File: src/rtl/difftest_sim_top_pkg.sv
// Shared types and constants for the difftest simulation top.
// Banner text, UART FSM encoding and the "no data" UART sentinel live here.
package difftest_sim_top_pkg;

    localparam int unsigned STEP_WIDTH_DEF = 8;

    localparam int unsigned BANNER_LEN = 6;
    // Element 0 is the first character sent.
    localparam logic [BANNER_LEN-1:0][7:0] BANNER = {8'h0A, "O", "L", "L", "E", "H"};

    localparam logic [7:0] UART_NO_DATA = 8'hFF;

    typedef enum logic [0:0] {
        UART_BANNER = 1'b0,
        UART_POLL   = 1'b1
    } uart_state_e;

endpackage

File: src/rtl/sim_top_commit_gen.sv
// Pseudo-random commit generator: 16-bit Fibonacci LFSR, low two bits clamped to COMMIT_MAX.
// Latency 1 cycle from LFSR state to o_step; free-running, no backpressure.
module sim_top_commit_gen #(
    parameter int unsigned STEP_WIDTH = 8,
    parameter int unsigned COMMIT_MAX = 3,
    parameter logic [15:0] LFSR_SEED  = 16'hACE1
) (
    input  logic                  clock,
    input  logic                  reset,
    output logic [STEP_WIDTH-1:0] o_step
);

    localparam logic [STEP_WIDTH-1:0] STEP_MAX = STEP_WIDTH'(COMMIT_MAX);

    logic [15:0]           r_lfsr;
    logic [STEP_WIDTH-1:0] r_step;
    logic                  w_fb;
    logic [STEP_WIDTH-1:0] w_raw;
    logic [STEP_WIDTH-1:0] w_clamped;

    // Taps 16,14,13,11 in 1-based numbering.
    assign w_fb      = r_lfsr[15] ^ r_lfsr[13] ^ r_lfsr[12] ^ r_lfsr[10];
    assign w_raw     = STEP_WIDTH'(r_lfsr[1:0]);
    assign w_clamped = (w_raw > STEP_MAX) ? STEP_MAX : w_raw;

    always_ff @(posedge clock or negedge reset) begin
        if (!reset) begin
            r_lfsr <= LFSR_SEED;
            r_step <= '0;
        end else begin
            r_lfsr <= {r_lfsr[14:0], w_fb};
            r_step <= w_clamped;
        end
    end

    assign o_step = r_step;

endmodule

File: src/rtl/difftest_sim_top.sv
// Difftest simulation top: commit stream, UART banner/echo, perf and log bookkeeping.
// Latency: difftest_step 1 cycle from LFSR, UART echo 1 cycle after the read strobe.
// No backpressure; the harness must accept every strobe. Option macro: SIM_TOP_GFIFO_EN.
module difftest_sim_top
    import difftest_sim_top_pkg::*;
#(
    parameter int unsigned STEP_WIDTH = STEP_WIDTH_DEF,
    parameter int unsigned COMMIT_MAX = 3,
    parameter logic [15:0] LFSR_SEED  = 16'hACE1,
    parameter int unsigned UART_GAP   = 4,
    parameter logic [63:0] FAIL_AT    = 64'd0
) (
    input  logic                  clock,
    input  logic                  reset,
    input  logic [63:0]           io_logCtrl_log_begin,
    input  logic [63:0]           io_logCtrl_log_end,
    input  logic [63:0]           io_logCtrl_log_level,
    input  logic                  io_perfInfo_clean,
    input  logic                  io_perfInfo_dump,
    output logic                  io_uart_out_valid,
    output logic [7:0]            io_uart_out_ch,
    output logic                  io_uart_in_valid,
    input  logic [7:0]            io_uart_in_ch,
`ifdef SIM_TOP_GFIFO_EN
    output logic                  simv_result,
`endif
    output logic [STEP_WIDTH-1:0] difftest_step
);

    localparam int unsigned GAP_W = (UART_GAP > 1) ? $clog2(UART_GAP) : 1;

    logic [STEP_WIDTH-1:0] w_step;
    logic [63:0]           w_step_ext;
    logic [63:0]           w_total_next;
    logic                  w_log_hit;
    logic                  w_gap_hit;

    logic [63:0]           r_cycle;
    logic [63:0]           r_total_commits;
    logic [63:0]           r_perf_dump;
    logic [31:0]           r_log_lines;

    uart_state_e           r_state;
    logic [2:0]            r_idx;
    logic [GAP_W-1:0]      r_gap;
    logic                  r_out_vld;
    logic [7:0]            r_out_ch;
    logic                  r_in_vld;

    sim_top_commit_gen #(
        .STEP_WIDTH (STEP_WIDTH),
        .COMMIT_MAX (COMMIT_MAX),
        .LFSR_SEED  (LFSR_SEED)
    ) u_commit_gen (
        .clock  (clock),
        .reset  (reset),
        .o_step (w_step)
    );

    assign difftest_step = w_step;
    assign w_step_ext    = 64'(w_step);
    assign w_total_next  = io_perfInfo_clean ? 64'd0 : (r_total_commits + w_step_ext);
    assign w_log_hit     = (io_logCtrl_log_level != 64'd0)
                        && (r_cycle >= io_logCtrl_log_begin)
                        && (r_cycle <  io_logCtrl_log_end)
                        && (w_step != '0);

    // The harness prints from r_perf_dump / r_log_lines; the snapshot includes this cycle's commits.
    always_ff @(posedge clock or negedge reset) begin
        if (!reset) begin
            r_cycle         <= 64'd0;
            r_total_commits <= 64'd0;
            r_perf_dump     <= 64'd0;
            r_log_lines     <= 32'd0;
        end else begin
            r_cycle         <= r_cycle + 64'd1;
            r_total_commits <= w_total_next;
            if (io_perfInfo_dump) begin
                r_perf_dump <= w_total_next;
            end
            if (w_log_hit) begin
                r_log_lines <= r_log_lines + 32'd1;
            end
        end
    end

    logic w_unused_bookkeeping;
    assign w_unused_bookkeeping = ^{r_perf_dump, r_log_lines, FAIL_AT};

`ifdef SIM_TOP_GFIFO_EN
    logic [63:0] r_fault_total;
    logic        r_simv_result;

    // Separate from the perf counter so a perf clean cannot mask an injected failure.
    always_ff @(posedge clock or negedge reset) begin
        if (!reset) begin
            r_fault_total <= 64'd0;
            r_simv_result <= 1'b0;
        end else begin
            r_fault_total <= r_fault_total + w_step_ext;
            if ((FAIL_AT != 64'd0) && (r_fault_total >= FAIL_AT)) begin
                r_simv_result <= 1'b1;
            end
        end
    end

    assign simv_result = r_simv_result;
`endif

    assign w_gap_hit = (r_gap == GAP_W'(UART_GAP - 1));

    always_ff @(posedge clock or negedge reset) begin
        if (!reset) begin
            r_state   <= UART_BANNER;
            r_idx     <= 3'd0;
            r_gap     <= '0;
            r_out_vld <= 1'b0;
            r_out_ch  <= 8'd0;
            r_in_vld  <= 1'b0;
        end else begin
            r_out_vld <= 1'b0;
            r_in_vld  <= 1'b0;
            r_gap     <= w_gap_hit ? '0 : (r_gap + GAP_W'(1));
            if (r_in_vld && (io_uart_in_ch != UART_NO_DATA)) begin
                r_out_vld <= 1'b1;
                r_out_ch  <= io_uart_in_ch;
            end
            case (r_state)
                UART_BANNER: begin
                    if (w_gap_hit) begin
                        r_out_vld <= 1'b1;
                        r_out_ch  <= BANNER[r_idx];
                        if (r_idx == 3'(BANNER_LEN - 1)) begin
                            r_idx   <= 3'd0;
                            r_state <= UART_POLL;
                        end else begin
                            r_idx <= r_idx + 3'd1;
                        end
                    end
                end
                UART_POLL: begin
                    if (w_gap_hit) begin
                        r_in_vld <= 1'b1;
                    end
                end
                default: r_state <= UART_BANNER;
            endcase
        end
    end

    assign io_uart_out_valid = r_out_vld;
    assign io_uart_out_ch    = r_out_ch;
    assign io_uart_in_valid  = r_in_vld;

endmodule

File: config.mk
export PLATFORM = sky130hd
export DESIGN_NAME = difftest_sim_top
export DESIGN_NICKNAME = d
export VERILOG_FILES = /design/src/rtl/difftest_sim_top_pkg.sv /design/src/rtl/sim_top_commit_gen.sv /design/src/rtl/difftest_sim_top.sv
export SDC_FILE = /design/constraint.sdc
export NUM_CORES = 1
export LEC_CHECK = 0
export CAP_MARGIN = 15
export CELL_PAD_IN_SITES_DETAIL_PLACEMENT = 0
export CELL_PAD_IN_SITES_GLOBAL_PLACEMENT = 1
export CORE_ASPECT_RATIO = 0.8
export CORE_MARGIN = 2
export CORE_UTILIZATION = 13
export CTS_CLUSTER_SIZE = 10
export DETAILED_ROUTE_END_ITERATION = 6
export GPL_TIMING_DRIVEN = 0
export HOLD_SLACK_MARGIN = 0.12
export PLACE_DENSITY = 0.89
export RECOVER_POWER = 25
export SLEW_MARGIN = 20
export SYNTH_ARGS = -nofsm -noshare
export SYNTH_HDL_FRONTEND = slang
export SYNTH_HIERARCHICAL = 1
export SYNTH_SLANG_ARGS = --single-unit
export TNS_END_PERCENT = 50
File: constraint.sdc
create_clock -name clock -period 1.6 [get_ports clock]
set_input_delay 0.24 -clock clock [delete_from_list [all_inputs] [get_ports clock]]
set_output_delay 0.24 -clock clock [all_outputs]
set_load 0.01 [all_outputs]
==> results of run 1 <==
cell usage in the layout (no fill, tap or decap), types with 2 or more instances in the layout:
| master | n |
|---|---|
| mux2i_1 | 4 |
| dfstp_1 | 2 |
| buf_4 | 8 |
| o21ai_0 | 6 |
| a221oi_1 | 2 |
| xnor2_1 | 3 |
| clkbuf_16 | 5 |
| buf_6 | 2 |
| inv_1 | 6 |
| o31ai_1 | 3 |
| dfstp_2 | 6 |
| nor4b_1 | 5 |
| nand2_1 | 9 |
| dfrtp_1 | 24 |
| conb_1 | 6 |
| clkdlybuf4s50_1 | 20 |
| nand3_1 | 3 |
| buf_2 | 2 |
logic make-up (layout without fill, tap and decap cells):
| family | Yosys count | after routing |
|---|---|---|
| AO/OA/AOI/OAI | 16 | 16 |
| XOR/XNOR | 4 | 4 |
| adder cells (fa/ha/maj) | 1 | 1 |
| buffers and inverters | 17 | 47 |
| flip-flops | 32 | 32 |
| multiplexers | 5 | 5 |
| other | 1 | 6 |
| AND/OR/NAND/NOR | 28 | 28 |
worst max path at each step:
stage | end | from | slack (ns)
floorplan | io_uart_out_ch[2] | r_gap[0] | 0.40
global placement | io_uart_out_ch[4] | reset | -0.25
detailed placement | io_uart_out_ch[2] | io_uart_in_ch[6] | 0.02
CTS | io_uart_in_valid | io_uart_in_valid | 0.07
global route | io_uart_in_valid | io_uart_in_valid | 0.04
finish | io_uart_in_valid | io_uart_in_valid | 0.09
area by class of cell:
class,instances,share of cell area
sequential,32,0.429
multi-input combinational,60,0.220
clock inverter,3,0.0225
tap,136,0.0900
timing repair buffer,22,0.114
inverter,6,0.0119
buffer,11,0.0463
clock buffer,5,0.0662
where the power goes:
| part | leakage [nW] | switching [mW] | internal (mW) |
|---|---|---|---|
| clock network | 0.0798 | 0.340 | 0.730 |
| logic | 0.302 | 0.0546 | 0.0599 |
| registers | 0.386 | 0.00796 | 0.822 |
| total | 0.768 | 0.403 | 1.61 |
metrics by stage:
| step | hold slack, ns | setup slack, ns | TNS (ns) | instance area [um^2] | utilization |
|---|---|---|---|---|---|
| 2_1_floorplan | -0.0556 | 0.403 | 0 | 1340 | - |
| 3_3_place_gp | 0.336 | -0.254 | -6.06 | 1720 | 0.176 |
| 3_5_place_dp | 0.323 | 0.0247 | 0 | 1710 | 0.175 |
| 4_1_cts | 0.348 | 0.0718 | 0 | 1890 | 0.194 |
| 5_1_grt | 0.355 | 0.0406 | 0 | 1890 | 0.194 |
| 6_report | 0.345 | 0.0873 | 0 | 1890 | 0.194 |
synth_stat cells, drive strengths merged, types with 2 or more instances:
library cell	instances	area, um^2
dfrtp	24	601
nor2b	2	20.0
inv	6	22.5
a221oi	2	17.5
nor4b	5	43.8
mux2i	4	40.0
xnor2	3	26.3
o21ai	6	30.0
dfstp	8	210
o31ai	3	22.5
nand3	3	15.0
nand2	9	33.8
buf	11	87.6
nand4	2	18.8
sequential cells by signal (all words and copies together), names as in the netlist:
signal,count
u_commit_gen/r_lfsr,15
io_uart_out_ch,8
r_idx,3
r_gap,2
io_uart_in_valid,1
io_uart_out_valid,1
r_state,1
u_commit_gen/o_step,1
layer usage:
layer | routed length, um | global-route usage | up-vias
met5 | 0 | 0 | -
met4 | 25 | 0.0235 | 0
met3 | 116 | 0.0252 | 5
met2 | 1090 | 0.0703 | 15
met1 | 1170 | 0.0622 | 447
li1 | - | - | 416
==> metrics.yaml, run 1 <==
synth:
  synth_ff_type: "dfrtp_1"
  synth.avg_cell_area_um2: 12.7
  synthArstFlopShare: 1.00
  synthAdderAreaFrac: 0.00949
  synthXorXnorAreaFrac: 0.0266
  synth_compound_area_frac: 0.0844
  synth.area.mux_share: 0.0389
  synth_edf_count: 0
  synth_top_family_by_area: "simple AND/OR/NAND/NOR gates"
  syn_area_um2: 1320
  synth-simple-area-share: 0.139
  synthCells: 104
  synth.distinct_cells: 34
  ys_seq_area_frac: 0.615
  ys_ff_latch: 32
  yosys_warnings: 6
floorplan:
  die-area_um2: 11000
  die_x_um: 117
  die_h_um: 94.1
  pin_count: 222
  num_rows: 32
  initial_core_util: 0.135
  core_um2: 9770
power_and_ir_drop:
  finalPower_mw: 2.01
  power_leakage_nw: 0.768
  ir_worst_vdd_v: 0.000386
  p_per_area_nw_per_um2: 1070
clocking:
  ctsResizeCount: 0
  cts_made_buffers: 5
  postCtsSetupRepairBufs: 0
  clkLatencyLatePin_ns: 0.28
  cts_hold_buf: 1
  cts_num_sinks: 32
  htree_levels: 2
  cts-root-buf: "clkbuf_16"
  clkTransAtPathRegs_ns: 0.05
  clockBufferDepth: 2
  cts_tree: "built"
detailed_routing:
  viasPerCell: 3.21
  detail-route-antenna-nets: 0
  wl_per_cell_um: 8.73
  first_pass_iters: 4
  drc_errors: 0
  vias: 883
  routed_wl_um: 2400
  first_iter_violations: 16
sta:
  rsz0062_at_grt: "no"
  finalMaxSlewViolations: 0
  fin_crit_ns: 1.51
  final-setup-viol-count: 0
  skew_ns: 0.00487
  period_share: 0.945
  worst_slew_pin_slew_ns: 0.677
  finalHoldViolCount: 0
  maxSlewHeadroom: 0.549
  max_freq_mhz: 661
worst_setup_path:
  worstPathArrival_ns: 1.27
  r2r_end: "io_uart_out_ch[2]"
  cp-end-kind: "output port"
  cp_slowest_cell: "clkdlybuf4s50_1"
  reg2reg_slack_ns: 0.31
  timing.rr.start: "r_gap[0]"
  cp_num_buf_inv: 1
  critPathTopFamily: "buffers and inverters"
  path_depth: 1
  setup.worst_path.start_class: "flip-flop"
  crit_chain: "clkdlybuf4s50_1"
  worstSetupPathType: "flip-flop to output port"
  critPathMaxStageDelay_ns: 0.57
  r2r.worst_path.cells: 4
  cp_max_fo: 4
  required_ns: 1.36
global_route:
  antenna_found_initial: 0
  grt_usage: 0.0496
  grt_max_degree: 33
  grt_pass1_vias: 894
  grt_overflow: 0
  grt_pass1_wl_um: 4160
run_status:
  status: "completed"
final_layout:
  seqCellArea_um2: 811
  drive_above_1_share: 0.223
  multi_input_area_um2: 417
  fillers: 1096
  fin_cells: 275
  areaGrowthSynthToFinish_pct: 43.4
  antenna_cells: 0
  final_nets: 343
hold_path:
  min_to: "u_commit_gen/r_lfsr[9]"
  worstHoldStart: "u_commit_gen/r_lfsr[8]"
  hp-class: "flip-flop to flip-flop"
  whs_path_depth: 0
job:
  maxCapViolCount: 0
placement:
  portBuffers: 21
  gp_congestion: 0.739
  hpwl_um: 1710
  dp.cells: 266
Note: power is estimated with default switching activity, not from simulation.
==> run 2: changes to the inputs <==
Settings changed: PLACE_DENSITY 0.89 to default, PLACE_DENSITY_LB_ADDON from default to 0.1.
==> run 2 against run 1 <==
  * Global-route usage grew 1.5 points
  * Worst hold slack gained 0.0071 ns
  * Core utilization about the same
  * First-iteration DRC count increased to 2.8 times the previous value
  * Total power is 7.2% lower
  * Highest routed layer unchanged
  * Non-clock buffer count is 1 higher
  * Final cell count increased by 0.36%
  * Worst setup slack better by 0.0051 ns
==> metrics.yaml, run 2 (synthesized netlist as in run 1, its figures left out) <==
floorplan:
  num_rows: 32  # unchanged
  die_x_um: 117  # unchanged
  die-area_um2: 11000  # unchanged
  initial_core_util: 0.135  # unchanged
  pin_count: 222  # unchanged
  core_um2: 9770  # unchanged
  die_h_um: 94.1  # unchanged
power_and_ir_drop:
  p_sw_frac: 0.220  # was 0.200
  finalPower_mw: 1.87  # was 2.01 mW
  ir_worst_vdd_v: 0.000387  # was 0.000386 V
  p_clk_frac: 0.489  # was 0.531
  p_per_area_nw_per_um2: 990  # was 1070 nW/um^2
  power_leakage_nw: 0.787  # was 0.768 nW
  switchingPower_mw: 0.411  # was 0.403 mW
  p_seq_frac: 0.444  # was 0.412
  combPwrFrac: 0.067  # was 0.057
  p_int_mw: 1.46  # was 1.61 mW
sta:
  finalMaxSlewViolations: 0  # unchanged
  period_share: 0.942  # was 0.945
  final-setup-viol-count: 0  # unchanged
  setup_slack_ns: 0.0924  # was 0.0873 ns
  skew_ns: 0.00571  # was 0.00487 ns
  finalHoldViolCount: 0  # unchanged
  rsz0062_at_grt: "no"  # unchanged
  max_freq_mhz: 663  # was 661 MHz
  fin_crit_ns: 1.51  # about the same
  whs_ns: 0.352  # was 0.345 ns
  final.setup.tns_ns: 0  # unchanged
global_route:
  antenna_found_initial: 0  # unchanged
  use_met3: 0.0265  # was 0.0252
  grt_pass1_vias: 962  # was 894
  grt_max_degree: 29  # was 33
  grt_usage: 0.0645  # was 0.0496
  grt_pass1_wl_um: 5150  # was 4160 um
  use_met2: 0.0950  # was 0.0703
  grt_overflow: 0  # unchanged
  gr-usage-met1: 0.0820  # was 0.0622
  top_usage_layer: "met2"  # unchanged
placement:
  post-place-ws_ns: -0.0260  # was 0.0247 ns
  hpwl_um: 2220  # was 1710 um
  gp_congestion: 0.669  # was 0.739
  portBuffers: 21  # unchanged
clocking:
  postCtsSetupRepairBufs: 0  # unchanged
  clkTransAtPathRegs_ns: 0.05  # about the same
  clockBufferDepth: 2  # unchanged
  cts_num_sinks: 32  # unchanged
  cts_tree: "built"  # unchanged
  cts_made_buffers: 5  # unchanged
  cts-root-buf: "clkbuf_16"  # unchanged
  htree_levels: 2  # unchanged
  clkLatencyLatePin_ns: 0.27  # was 0.28 ns
hold_path:
  whs_path_depth: 0  # unchanged
  min_to: "u_commit_gen/r_lfsr[4]"  # was u_commit_gen/r_lfsr[9]
  hp-class: "flip-flop to flip-flop"  # unchanged
  worstHoldStart: "u_commit_gen/r_lfsr[3]"  # was u_commit_gen/r_lfsr[8]
worst_setup_path:
  cp-end-kind: "output port"  # unchanged
  r2r_end: "io_uart_out_ch[7]"  # was io_uart_out_ch[2]
  required_ns: 1.36  # about the same
  timing.rr.start: "r_gap[0]"  # unchanged
  worstPathArrival_ns: 1.27  # about the same
  reg2reg_slack_ns: 0.28  # was 0.31 ns
  r2r.worst_path.cells: 4  # unchanged
  worstSetupPathType: "flip-flop to output port"  # unchanged
  cp_max_fo: 2  # was 4
  setup.worst_path.start_class: "flip-flop"  # unchanged
final_layout:
  largest_reg_flops: 15  # unchanged
  layout_common_cells: "dfrtp_1 (24), clkdlybuf4s50_1 (19), nand2_1 (9), buf_4 (8)"  # was dfrtp_1 (24), clkdlybuf4s50_1 (20), nand2_1 (9), buf_4 (8)
  antenna_cells: 0  # unchanged
  areaGrowthSynthToFinish_pct: 43.2  # was 43.4%
  top_register: "u_commit_gen/r_lfsr"  # unchanged
  final_nets: 344  # was 343
  layout_commonest_cell: "dfrtp_1"  # unchanged
  fillers: 1089  # was 1096
  final_core_util: 0.193  # was 0.194
  seqCellArea_um2: 811  # unchanged
  multi_input_area_um2: 417  # unchanged
  drive_above_1_share: 0.221  # was 0.223
detailed_routing:
  drc_errors: 0  # unchanged
  wl_per_cell_um: 11.3  # was 8.73 um
  vias: 862  # was 883
  first_pass_iters: 4  # unchanged
  routed_wl_um: 3110  # was 2400 um
  detail-route-antenna-nets: 0  # unchanged
  first_iter_violations: 45  # was 16
  viasPerCell: 3.12  # was 3.21
job:
  maxCapViolCount: 0  # unchanged
run_status:
  status: "completed"  # unchanged
[run 2: worst max-delay path by stage]
stage | from | endpoint | slack [ns] | depth (start not counted)
after floorplan | r_gap[0] | io_uart_out_ch[2] | 0.40 | 4
after global placement | reset | u_commit_gen/r_lfsr[14] | -0.42 | 1
after detailed placement | io_uart_in_ch[3] | io_uart_out_ch[7] | -0.03 | 4
after CTS | io_uart_in_valid | io_uart_in_valid | 0.02 | 1
after global routing | u_commit_gen/r_lfsr[2] | difftest_step[1] | 0.04 | 2
final | u_commit_gen/r_lfsr[2] | difftest_step[1] | 0.09 | 2
[run 2: per-layer routing]
metal	routed length, um	part of all wire
met1	1440	0.46
met2	1530	0.49
met3	92	0.030
met4	46	0.015
met5	0	0
[run 2: through the flow]
| step | cells | cell area, um^2 |
|---|---|---|
| 5_1_grt | 276 | 1890 |
| 4_1_cts | 276 | 1890 |
| 3_5_place_dp | 267 | 1730 |
| 6_report | 276 | 1890 |
| 3_3_place_gp | 266 | 1720 |
| 2_1_floorplan | 109 | 1340 |
[run 2: cell type report]
cell class	count	area share
buffer	11	0.0464
clock buffer	5	0.0663
clock inverter	3	0.00994
inverter	6	0.0119
multi-input combinational	60	0.221
sequential	32	0.429
tap	136	0.0901
timing repair buffer	23	0.125
[run 2: worst max-delay path: stages (launching register included)]
cell and delay [ns]:
dfrtp_1 0.37, buf_4 0.11, clkdlybuf4s50_1 0.52
[run 2: power by group through the flow]
| stage | Clock [mW] | Combinational [mW] | Sequential [mW] |
|---|---|---|---|
| 4_1_cts | 0.964 | 0.127 | 0.831 |
| 5_1_grt | 1.01 | 0.136 | 0.832 |
| 3_3_place_gp | 0 | 0.121 | 0.845 |
| 6_report | 0.914 | 0.125 | 0.831 |
| 3_5_place_dp | 0 | 0.125 | 0.845 |
| 2_1_floorplan | 0 | 0.0386 | 0.847 |
[run 2: repair_timing]
| action | CTS | global route |
|---|---|---|
| resized for setup | 0 | 1 |
| hold buffers | 1 | 0 |
| hold endpoints to repair | 24 | 0 |
| setup endpoints to repair | 0 | 1 |
==> run 3: changes to the inputs <==
Settings changed: SLEW_MARGIN 20 to default.
==> run 3 against run 2 <==
  * Die area unchanged
  * Clock power up 1%
  * First-iteration DRC count increased by 18%
  * Sequential share of layout area is 0.43 points higher
==> metrics.yaml, run 3 (synthesized netlist as in run 1, its figures left out) <==
detailed_routing:
  drc_errors: 0  # unchanged
  wl_per_cell_um: 11.5  # was 11.3 um
  routed_wl_um: 3150  # was 3110 um
  viasPerCell: 3.20  # was 3.12
  detail-route-antenna-nets: 0  # unchanged
  first_pass_iters: 4  # unchanged
  first_iter_violations: 53  # was 45
  vias: 879  # was 862
placement:
  portBuffers: 21  # unchanged
  placed_area_um2: 1710  # was 1730 um^2
  post-place-ws_ns: -0.0239  # was -0.0260 ns
  gp_congestion: 0.669  # unchanged
  hpwl_um: 2220  # about the same
global_route:
  top_usage_layer: "met2"  # unchanged
  gr-usage-met1: 0.0769  # was 0.0820
  antenna_found_initial: 0  # unchanged
  use_met3: 0.0265  # unchanged
  grt_overflow: 0  # unchanged
  grt_pass1_wl_um: 4840  # was 5150 um
  grt_usage: 0.0605  # was 0.0645
  grt_pass1_vias: 914  # was 962
  use_met2: 0.0901  # was 0.0950
  grt_max_degree: 33  # was 29
worst_setup_path:
  worstPathArrival_ns: 1.27  # about the same
  timing.rr.start: "r_gap[0]"  # unchanged
  setup.worst_path.start_class: "flip-flop"  # unchanged
  cp-end-kind: "output port"  # unchanged
  cp_max_fo: 2  # unchanged
  reg2reg_slack_ns: 0.30  # was 0.28 ns
  required_ns: 1.36  # about the same
  worstSetupPathType: "flip-flop to output port"  # unchanged
  r2r.worst_path.cells: 4  # unchanged
  r2r_end: "io_uart_out_ch[7]"  # unchanged
floorplan:
  die_x_um: 117  # unchanged
  num_rows: 32  # unchanged
  initial_core_util: 0.135  # unchanged
  die-area_um2: 11000  # unchanged
  core_um2: 9770  # unchanged
  die_h_um: 94.1  # unchanged
  pin_count: 222  # unchanged
final_layout:
  finalInstanceArea_um2: 1870  # was 1890 um^2
  areaGrowthSynthToFinish_pct: 41.7  # was 43.2%
  antenna_cells: 0  # unchanged
  drive_above_1_share: 0.216  # was 0.221
  fillers: 1085  # was 1089
  final_nets: 343  # was 344
  largest_reg_flops: 15  # unchanged
  layout_common_cells: "dfrtp_1 (24), clkdlybuf4s50_1 (19), nand2_1 (9), buf_4 (8)"  # unchanged
  layout_commonest_cell: "dfrtp_1"  # unchanged
  top_register: "u_commit_gen/r_lfsr"  # unchanged
sta:
  finalMaxSlewViolations: 0  # unchanged
  max_freq_mhz: 664  # was 663 MHz
  maxSlewHeadroom: 0.487
  final.setup.tns_ns: 0  # unchanged
  rsz0062_at_grt: "no"  # unchanged
  setup_slack_ns: 0.0948  # was 0.0924 ns
  skew_ns: 0.00462  # was 0.00571 ns
  fin_crit_ns: 1.51  # about the same
  final-setup-viol-count: 0  # unchanged
  period_share: 0.941  # was 0.942
  worst_slew_pin_slew_ns: 0.769
  finalHoldViolCount: 0  # unchanged
clocking:
  cts_tree: "built"  # unchanged
  clkTransAtPathRegs_ns: 0.05  # about the same
  htree_levels: 2  # unchanged
  cts-root-buf: "clkbuf_16"  # unchanged
  cts_made_buffers: 5  # unchanged
  cts_num_sinks: 32  # unchanged
  clkLatencyLatePin_ns: 0.27  # about the same
  clockBufferDepth: 2  # unchanged
job:
  maxCapViolCount: 0  # unchanged
power_and_ir_drop:
  power_leakage_nw: 0.780  # was 0.787 nW
  ir_worst_vdd_v: 0.000456  # was 0.000387 V
  p_per_area_nw_per_um2: 1000  # was 990 nW/um^2
hold_path:
  whs_path_depth: 0  # unchanged
  min_to: "u_commit_gen/r_lfsr[4]"  # unchanged
  worstHoldStart: "u_commit_gen/r_lfsr[3]"  # unchanged
  hp-class: "flip-flop to flip-flop"  # unchanged
run_status:
  status: "completed"  # unchanged
run 3: final cells by class:
cell class	count	area [um^2]	area share
Multi-Input combinational cell	60	417	0.223
Clock inverter	3	18.8	0.0100
Sequential cell	32	811	0.434
Timing Repair Buffer	22	218	0.116
Inverter	6	22.5	0.0120
Buffer	11	87.6	0.0469
Clock buffer	5	125	0.0669
Tap cell	136	170	0.0910
run 3: report_power, final:
group	switching (mW)	internal [mW]	total [mW]
Clock	0.354	0.572	0.926
Sequential	0.00964	0.821	0.831
Combinational	0.0602	0.0599	0.120
Total	0.423	1.45	1.88
run 3: worst max-delay path: stages (launching register included):
cell and delay, ns:
dfrtp_1 0.37, buf_4 0.11, clkdlybuf4s50_1 0.52
run 3: metrics by stage:
step	util	total power [mW]	instances	hold WS, ns
finish	0.191	1.88	275	0.352
detailed placement	0.175	0.963	266	0.336
global placement	0.176	0.965	266	0.339
global route	0.191	1.96	275	0.363
floorplan	-	0.886	109	-0.0556
CTS	0.191	1.91	275	0.352
run 3: timing repair:
action,CTS,global route
endpoints found under the setup margin,0,1
hold endpoints to repair,24,0
gates resized for setup,0,1
hold buffers,1,0
buffers inserted,0,0
run 3: worst max path at each step:
stage | from | to | slack, ns | cells past startpoint
after global placement | reset | u_commit_gen/r_lfsr[14] | -0.42 | 1
after CTS | io_uart_in_valid | io_uart_in_valid | 0.02 | 1
after global routing | u_commit_gen/r_lfsr[2] | difftest_step[1] | 0.05 | 2
final | u_commit_gen/r_lfsr[2] | difftest_step[1] | 0.09 | 2
after detailed placement | io_uart_in_ch[2] | io_uart_out_ch[7] | -0.02 | 4
after floorplan | r_gap[0] | io_uart_out_ch[2] | 0.40 | 4
run 3: routing by layer:
layer  up-vias  wire [um]
li1        422          -
met1       438       1520
met2        13       1460
met3         6        127
met4         0         48
met5         -          0
